**src/rtl/rc5_pkg.sv**
```systemverilog
// ---------------------------------------------------------------------------
// rc5_pkg
// Shared constants and types for the RC5-16 key-schedule datapath.
//   W          : word width in bits
//   T          : expanded table size for the default 16 rounds
//   C          : number of key words (128-bit key / 16-bit words)
//   P16, Q16   : RC5 magic constants for 16-bit words
//   MIX_ITERS  : mixing iterations, 3*max(T,C)
//   ke_state_t : key_expand controller states
// ---------------------------------------------------------------------------
package rc5_pkg;

    localparam int          W         = 16;
    localparam int          T         = 34;
    localparam int          C         = 8;
    localparam logic [15:0] P16       = 16'hB7E1;
    localparam logic [15:0] Q16       = 16'h9E37;
    localparam int          MIX_ITERS = 102;

    typedef enum logic [1:0] {
        ST_IDLE = 2'd0,
        ST_INIT = 2'd1,
        ST_MIX  = 2'd2,
        ST_DONE = 2'd3
    } ke_state_t;

endpackage

```
**src/rtl/key_expand_rotl.sv**
```systemverilog
// ---------------------------------------------------------------------------
// rotl
// Combinational left rotator of a W-bit word.
//   i_din   : word to rotate
//   i_shamt : rotate amount, 0..15
//   o_dout  : i_din rotated left by i_shamt
// ---------------------------------------------------------------------------
module rotl #(
    parameter int W = 16
) (
    input  logic [W-1:0] i_din,
    input  logic [3:0]   i_shamt,
    output logic [W-1:0] o_dout
);

    logic [2*W-1:0] w_dbl;

    // Shift a doubled copy so the bits leaving the top re-enter at the bottom.
    always_comb begin
        w_dbl  = {i_din, i_din} << i_shamt;
        o_dout = w_dbl[2*W-1:W];
    end

endmodule

```
**src/rtl/key_expand.sv**
```systemverilog
// ---------------------------------------------------------------------------
// key_expand
// RC5-16 key schedule: expands a 128-bit user key into the S subkey table.
// One INIT write per cycle, then one mixing iteration per cycle.
//   clk     : clock, rising edge
//   rst     : asynchronous active-high reset
//   start   : begin expansion (only honoured in IDLE)
//   key     : 128-bit user key, captured on acceptance
//   rd_addr : subkey read index
//   rd_data : S[rd_addr] when ready and in range, else 0 (combinational)
//   busy    : expansion in progress (INIT/MIX)
//   ready   : table holds a complete schedule
//   done    : one-cycle completion pulse
// ---------------------------------------------------------------------------
module key_expand
    import rc5_pkg::*;
#(
    parameter int ROUNDS = 16
) (
    input  logic         clk,
    input  logic         rst,
    input  logic         start,
    input  logic [127:0] key,
    input  logic [5:0]   rd_addr,
    output logic [15:0]  rd_data,
    output logic         busy,
    output logic         ready,
    output logic         done
);

    localparam int TT   = 2 * (ROUNDS + 1);
    localparam int NMIX = 3 * ((TT > C) ? TT : C);

    logic [W-1:0] r_s [TT];
    logic [W-1:0] r_l [C];
    ke_state_t    r_state;
    logic [5:0]   r_i;
    logic [2:0]   r_j;
    logic [7:0]   r_cnt;
    logic [W-1:0] r_a;
    logic [W-1:0] r_b;
    logic [W-1:0] r_init_val;
    logic         r_busy;
    logic         r_ready;
    logic         r_done;

    logic [W-1:0] w_sum_a;
    logic [W-1:0] w_a_new;
    logic [W-1:0] w_sum_b;
    logic [W-1:0] w_ab;
    logic [W-1:0] w_b_new;
    logic [W-1:0] w_rd;

    // Mixing datapath: A' from S[i], then B' from L[j] using A'.
    always_comb begin
        w_sum_a = r_s[r_i] + r_a + r_b;
        w_sum_b = r_l[r_j] + w_a_new + r_b;
        w_ab    = w_a_new + r_b;
    end

    rotl #(.W(W)) u_rotl_a (
        .i_din   (w_sum_a),
        .i_shamt (4'd3),
        .o_dout  (w_a_new)
    );

    rotl #(.W(W)) u_rotl_b (
        .i_din   (w_sum_b),
        .i_shamt (w_ab[3:0]),
        .o_dout  (w_b_new)
    );

    // Controller, tables and status flags.
    always_ff @(posedge clk or posedge rst) begin
        if (rst) begin
            for (int n = 0; n < TT; n++) r_s[n] <= '0;
            for (int n = 0; n < C; n++)  r_l[n] <= '0;
            r_state    <= ST_IDLE;
            r_i        <= 6'd0;
            r_j        <= 3'd0;
            r_cnt      <= 8'd0;
            r_a        <= '0;
            r_b        <= '0;
            r_init_val <= '0;
            r_busy     <= 1'b0;
            r_ready    <= 1'b0;
            r_done     <= 1'b0;
        end else begin
            case (r_state)
                ST_IDLE: begin
                    r_done <= 1'b0;
                    if (start) begin
                        for (int n = 0; n < C; n++) r_l[n] <= key[16*n +: 16];
                        r_a        <= '0;
                        r_b        <= '0;
                        r_i        <= 6'd0;
                        r_j        <= 3'd0;
                        r_cnt      <= 8'd0;
                        r_init_val <= P16;
                        r_ready    <= 1'b0;
                        r_busy     <= 1'b1;
                        r_state    <= ST_INIT;
                    end
                end
                ST_INIT: begin
                    // r_init_val tracks P16 + k*Q16 incrementally.
                    r_s[r_i]   <= r_init_val;
                    r_init_val <= r_init_val + Q16;
                    if (r_i == 6'(TT - 1)) begin
                        r_i     <= 6'd0;
                        r_state <= ST_MIX;
                    end else begin
                        r_i <= r_i + 6'd1;
                    end
                end
                ST_MIX: begin
                    r_s[r_i] <= w_a_new;
                    r_l[r_j] <= w_b_new;
                    r_a      <= w_a_new;
                    r_b      <= w_b_new;
                    r_j      <= r_j + 3'd1;
                    r_i      <= (r_i == 6'(TT - 1)) ? 6'd0 : r_i + 6'd1;
                    r_cnt    <= r_cnt + 8'd1;
                    if (r_cnt == 8'(NMIX - 1)) begin
                        r_busy  <= 1'b0;
                        r_done  <= 1'b1;
                        r_ready <= 1'b1;
                        r_state <= ST_DONE;
                    end
                end
                ST_DONE: begin
                    // start is deliberately ignored here.
                    r_done  <= 1'b0;
                    r_state <= ST_IDLE;
                end
                default: begin
                    r_busy  <= 1'b0;
                    r_done  <= 1'b0;
                    r_state <= ST_IDLE;
                end
            endcase
        end
    end

    // Read port: only a complete schedule is ever exposed.
    always_comb begin
        w_rd = '0;
        if (r_ready && (rd_addr < 6'(TT))) begin
            w_rd = r_s[rd_addr];
        end else begin
            w_rd = '0;
        end
    end

    assign rd_data = w_rd;
    assign busy    = r_busy;
    assign ready   = r_ready;
    assign done    = r_done;

endmodule

```
**config.mk**
```make
export PLATFORM = sky130hd
export DESIGN_NAME = key_expand
export DESIGN_NICKNAME = d
export VERILOG_FILES = /design/src/rtl/rc5_pkg.sv /design/src/rtl/key_expand_rotl.sv /design/src/rtl/key_expand.sv
export SDC_FILE = /design/constraint.sdc
export NUM_CORES = 2
export LEC_CHECK = 0
export CAP_MARGIN = 10
export CORE_AREA = 2 2 303 305
export DETAILED_ROUTE_END_ITERATION = 6
export DIE_AREA = 0 0 305 307
export DONT_BUFFER_PORTS = 1
export PLACE_DENSITY = 0.58
export SLEW_MARGIN = 30
export SYNTH_ARGS = -nofsm -noshare
export SYNTH_HDL_FRONTEND = slang
export SYNTH_SLANG_ARGS = --single-unit
```
**constraint.sdc**
```tcl
create_clock -name clk -period 32.6 [get_ports clk]
set_input_delay 9.78 -clock clk [delete_from_list [all_inputs] [get_ports clk]]
set_output_delay 9.78 -clock clk [all_outputs]
set_load 0.05 [all_outputs]
```
-- Word level (Yosys, flattened, before mapping)
Cells that the tools add are included.
- flip-flop bits (word level): 742
- output and inout bits: 19
- logic and storage cells: 139
- add/subtract/negate cells: 9
- magnitude comparators: 6
- equality and inequality tests: 8
- shift operators: 1
- mux-type cells: 43
- bitwise gates (word level): 3
- reductions and logical operators: 17
- operator list (operator ; count):
    $bwmux 544 ; 2
    $pmux 544 s2 ; 1
    $pmux 128 s2 ; 1
    $bmux 16 s6 ; 2
    $mux 16 ; 11
    $bwmux 128 ; 1
    $mux 128 ; 1
    $demux 16 s6 ; 1
    $pmux 16 s2 ; 3
    $add 16x16->16 ; 4
    $bmux 16 s3 ; 1
    $demux 16 s3 ; 1
    $shl 32x4->32 ; 1
    $add 16x16->16 const B ; 1
    $pmux 8 s2 ; 1
    $ge 7x7->1 const B ; 2
    $not 6->7 ; 2
    $mux 6 ; 2
    $pmux 6 s2 ; 1
    $reduce_bool 2->1 ; 5
    $add 8x1->8 const B ; 1
    $eq 8x7->1 const B ; 1
    $mux 8 ; 1
    $pmux 2 s4 ; 1
    22 further kinds ; 39

-- Logic depth before layout (Yosys ltp)
- depth in word-level cells: 11
- mapped depth: 36
- mapped depth without buffers: 31

-- By module
Synthesis repeated with hierarchy kept, for this count alone.
- cell total of the unflattened synthesis: 4125
- area total of the unflattened synthesis: 43032.5 um2
- modules (own cells, without submodules) (module ; instances ; cells each ; area an instance (um2) ; sequential area each (um2)):
    key_expand ; 1 ; 4045 ; 41370.9 ; 18567.8
    rotl ; 2 ; 40 ; 830.8 ; 0.0

-- Worst setup path after synthesis
Ideal clock, no wire load.
- path kind: input port to output port
- start point: in rd_addr[0]
- end point: out rd_data[10]
- data arrival time: 12325 ps
- required time: 22820 ps
- slack: 10495 ps
- cell stages on the path: 9
- path buffers: 6
- path through: buf_2 buf_2 buf_4 buf_4 buf_2 buf_1 mux2i_1 o22a_1 nor2_1
- cells in the longest elaborated chain, start to end: 5
- RTL lines (item ; line ; source):
    start: declaration ; key_expand.sv:24 ; input logic [5:0] rd_addr,
    $not 6->7 (not written as such) ; key_expand.sv:149 ; w_rd = r_s[rd_addr];
    $bmux 16 s6 ; key_expand.sv:149 ;
    $mux 16 (not written as such) (2 in a row) ; key_expand.sv:149 ;
    $mux 16 * ; key_expand.sv:148 ; if (r_ready && (rd_addr < 6'(TT))) begin
    end: declaration ; key_expand.sv:25 ; output logic [15:0] rd_data,
Every way passes the cells marked *; elsewhere a longest branch is shown, timed or not. The select of a mux whose other input is x is not followed.

-- Worst setup path in the final report
- start point: in rd_addr[1]
- end point: out rd_data[1]
The elaborated chain is that of the path after synthesis.

==> flow_summary.toml <==
[cts]
cts_tree = "yes"
ctsResizeCount = 0
post-cts-setup-buffers = 0
clk_path_buf_depth = 3
ctsRootBufferMaster = "clkbuf_16"
clk_pin_slew_ns = 0.06
h-tree-depth = 3
hold_buffers = 0
cts_made_buffers = 87
clock_sinks = 742
clock_latency_ns = 0.69

[finish]
n_fill_cell = 8504
areaGrowthSynthToFinish_pct = 10.24
drive_gt1_frac = 0.1126
fin_nets = 4196

[die]
core_area_mm2 = 0.09069
rows = 111
initial_core_util = 0.4448
die_w_um = 305
io_pins = 156
dieArea_mm2 = 0.09364
fp.dieH_um = 307

[timing]
period_share = 0.6944
slew-limit-headroom = 0.3103
fmax_mhz = 44.17
drv_slew = 0
clock_skew_ns = 0.05748
rsz0062_at_grt = "false"
setup_viol = 0
finalWorstSetupSlack_ns = 9.962
tightest_slew_ns = 1.031
fin_tns_setup_ns = 0
worst_hold_slack_ns = 0.4966
hold_violations = 0
final.min_clock_period_ns = 22.64

[critical_path]
cp_data_required_time_ns = 22.82
endpoint_kind = "output pin"
crit_type = "in2out"
critPathMaxFanout = 98
cp-start-kind = "primary input"
cp.arrival_ns = 12.86

[logic_synthesis]
synth_cell_types = 82
synth_flop_cell = "dfrtp_1"
synth_area_per_cell_um2 = 9.726
ys_seq_elements = 742
synth_warnings = 0
synthCells = 4148
netlist.area_leader.share = 0.4602
ys_seq_area_frac = 0.4602
synth.largest_area_cell = "dfrtp_1"
ys_async_sr_fraction = 1.000
synth_area_leaders = "dfrtp_1, o21ai_0, mux4_2, nand2_1, a22oi_1"
syn-cell-area_mm2 = 0.04034
synth_nets = 4360
synth_edf_count = 0

[routing]
totalWireLength_um = 143100
ant_nets = 0
first_pass_iters = 7
wl_per_cell_um = 27.30
drt_iter0_drc = 3973
vias_per_cell = 6.507
drc = 1
vias = 34100

[placement]
hpwl_um = 89810
portBuffers = 0
place_congestion = 0.9144
dpl_worst_slack_ns = 10.08

[outcome]
violations = "design-rule violations"
status = "finished, violations left"

[global_routing]
grt_pass1_vias = 32840
grt_overflow = 0
antenna_found_initial = 9
gr-usage-all-layers = 0.3029
grt_pass1_wl_um = 215700
grt_max_degree = 177

[job]
drv_cap = 0

[min_path]
min_path_type = "reg2reg"
==> per-stage QoR <==
stage	cell area, um2	utilization	instances
after detailed placement	41380	0.4563	5079
after CTS	44390	0.4895	5233
after floorplan	40340	-	4148
after global placement	41350	0.4560	5078
after global routing	44470	0.4904	5240
final	44470	0.4904	5240
==> worst paths after layout <==
kind / startpoint / to / cells past startpoint / slack [ns]
hold reg to reg: r_l[24] / r_l[24] / 2 / 0.50
hold / removal: r_l[24] / r_l[24] / 2 / 0.50
setup reg to reg: r_i[1] / r_l[100] / 30 / 21.89
min in group asynchronous: rst / r_s[423] / 1 / 9.01
max in group asynchronous: rst / r_l[45] / 4 / 21.01
setup / recovery: rd_addr[1] / rd_data[1] / 5 / 9.96
==> cells by family (layout without fill, tap and decap cells) <==
logic type      count (synthesis)  after routing  share of synthesized area
compound gates               1449           1449                     0.2298
flops                         742            742                     0.4602
xor+xnor                       48             48                    0.01113
fa+ha+maj                      75             75                    0.02940
mux                           249            249                     0.1012
other cells                     0              5                          0
simple gates                 1162           1162                     0.1269
buf+inv                       423            324                    0.04131
==> sequential cells by signal, summed over array words and instances (netlist names) <==
signal      cells
r_l           128
done            1
busy            1
r_init_val     16
r_b            16
r_cnt           8
r_i             6
r_s           544
r_state         2
r_j             3
ready           1
r_a            16
==> cell type report <==
class                           count  area (um2)  share of cell area
Antenna cell                        5       12.51           0.0002813
Clock inverter                     31       494.2             0.01111
Clock buffer                      123        2515             0.05655
Sequential cell                   742       18570              0.4176
Tap cell                         1186        1484             0.03337
Multi-Input combinational cell   2983       20300              0.4564
Inverter                           70       277.8            0.006246
Timing Repair Buffer              100       823.3             0.01851
==> placed cells by master, fill, tap and decap left out, types with 89 or more instances in the layout <==
cell	count
dfrtp_1	740
nand2_1	621
o21ai_0	606
nor2_1	216
a22oi_1	207
a21oi_1	186
mux4_2	125
mux2i_1	108
o221ai_1	94
buf_4	93
clkbuf_16	89
==> critical path, stage by stage <==
cell and delay (ns):
or2_2 0.65, nor3_1 0.46, nand2_1 0.67, o22a_1 0.51, nor2_1 0.73
==> synthesized netlist by cell type (all sizes together), types with 4 or more instances <==
library cell and number:
dfrtp 742, nand2 622, o21ai 619, clkbuf 292, nor2 222, a22oi 207
a21oi 201, mux4 125, mux2i 114, o221ai 94, a221oi 80, inv 70
or3 70, nand4 67, buf 61, and3 52, a22o 48, a32oi 48
ha 42, o22ai 35, nand3 34, fa 33, nor3 33, xnor2 30
o22a 22, xor2 17, o211ai 14, a31oi 13, and2 13, o31ai 12
nand3b 11, mux2 10, a21boi 9, or2 9, a21o 8, nand2b 8
a211oi 7, nor3b 6, o21a 5, nor2b 4, o21bai 4
==> metal layers <==
layer	wire length, um	track usage	share of wire	vias to the layer above
li1	-	-	-	15090
met1	58020	0.4055	0.41	16920
met2	65910	0.4767	0.46	1674
met3	12590	0.06471	0.088	405
met4	6486	0.1304	0.045	8
met5	39	0	0.00027	-
Power is left out: the tool's default activity adds up to more than one toggle a clock period on the data nets, which glitch-free logic cannot reach.
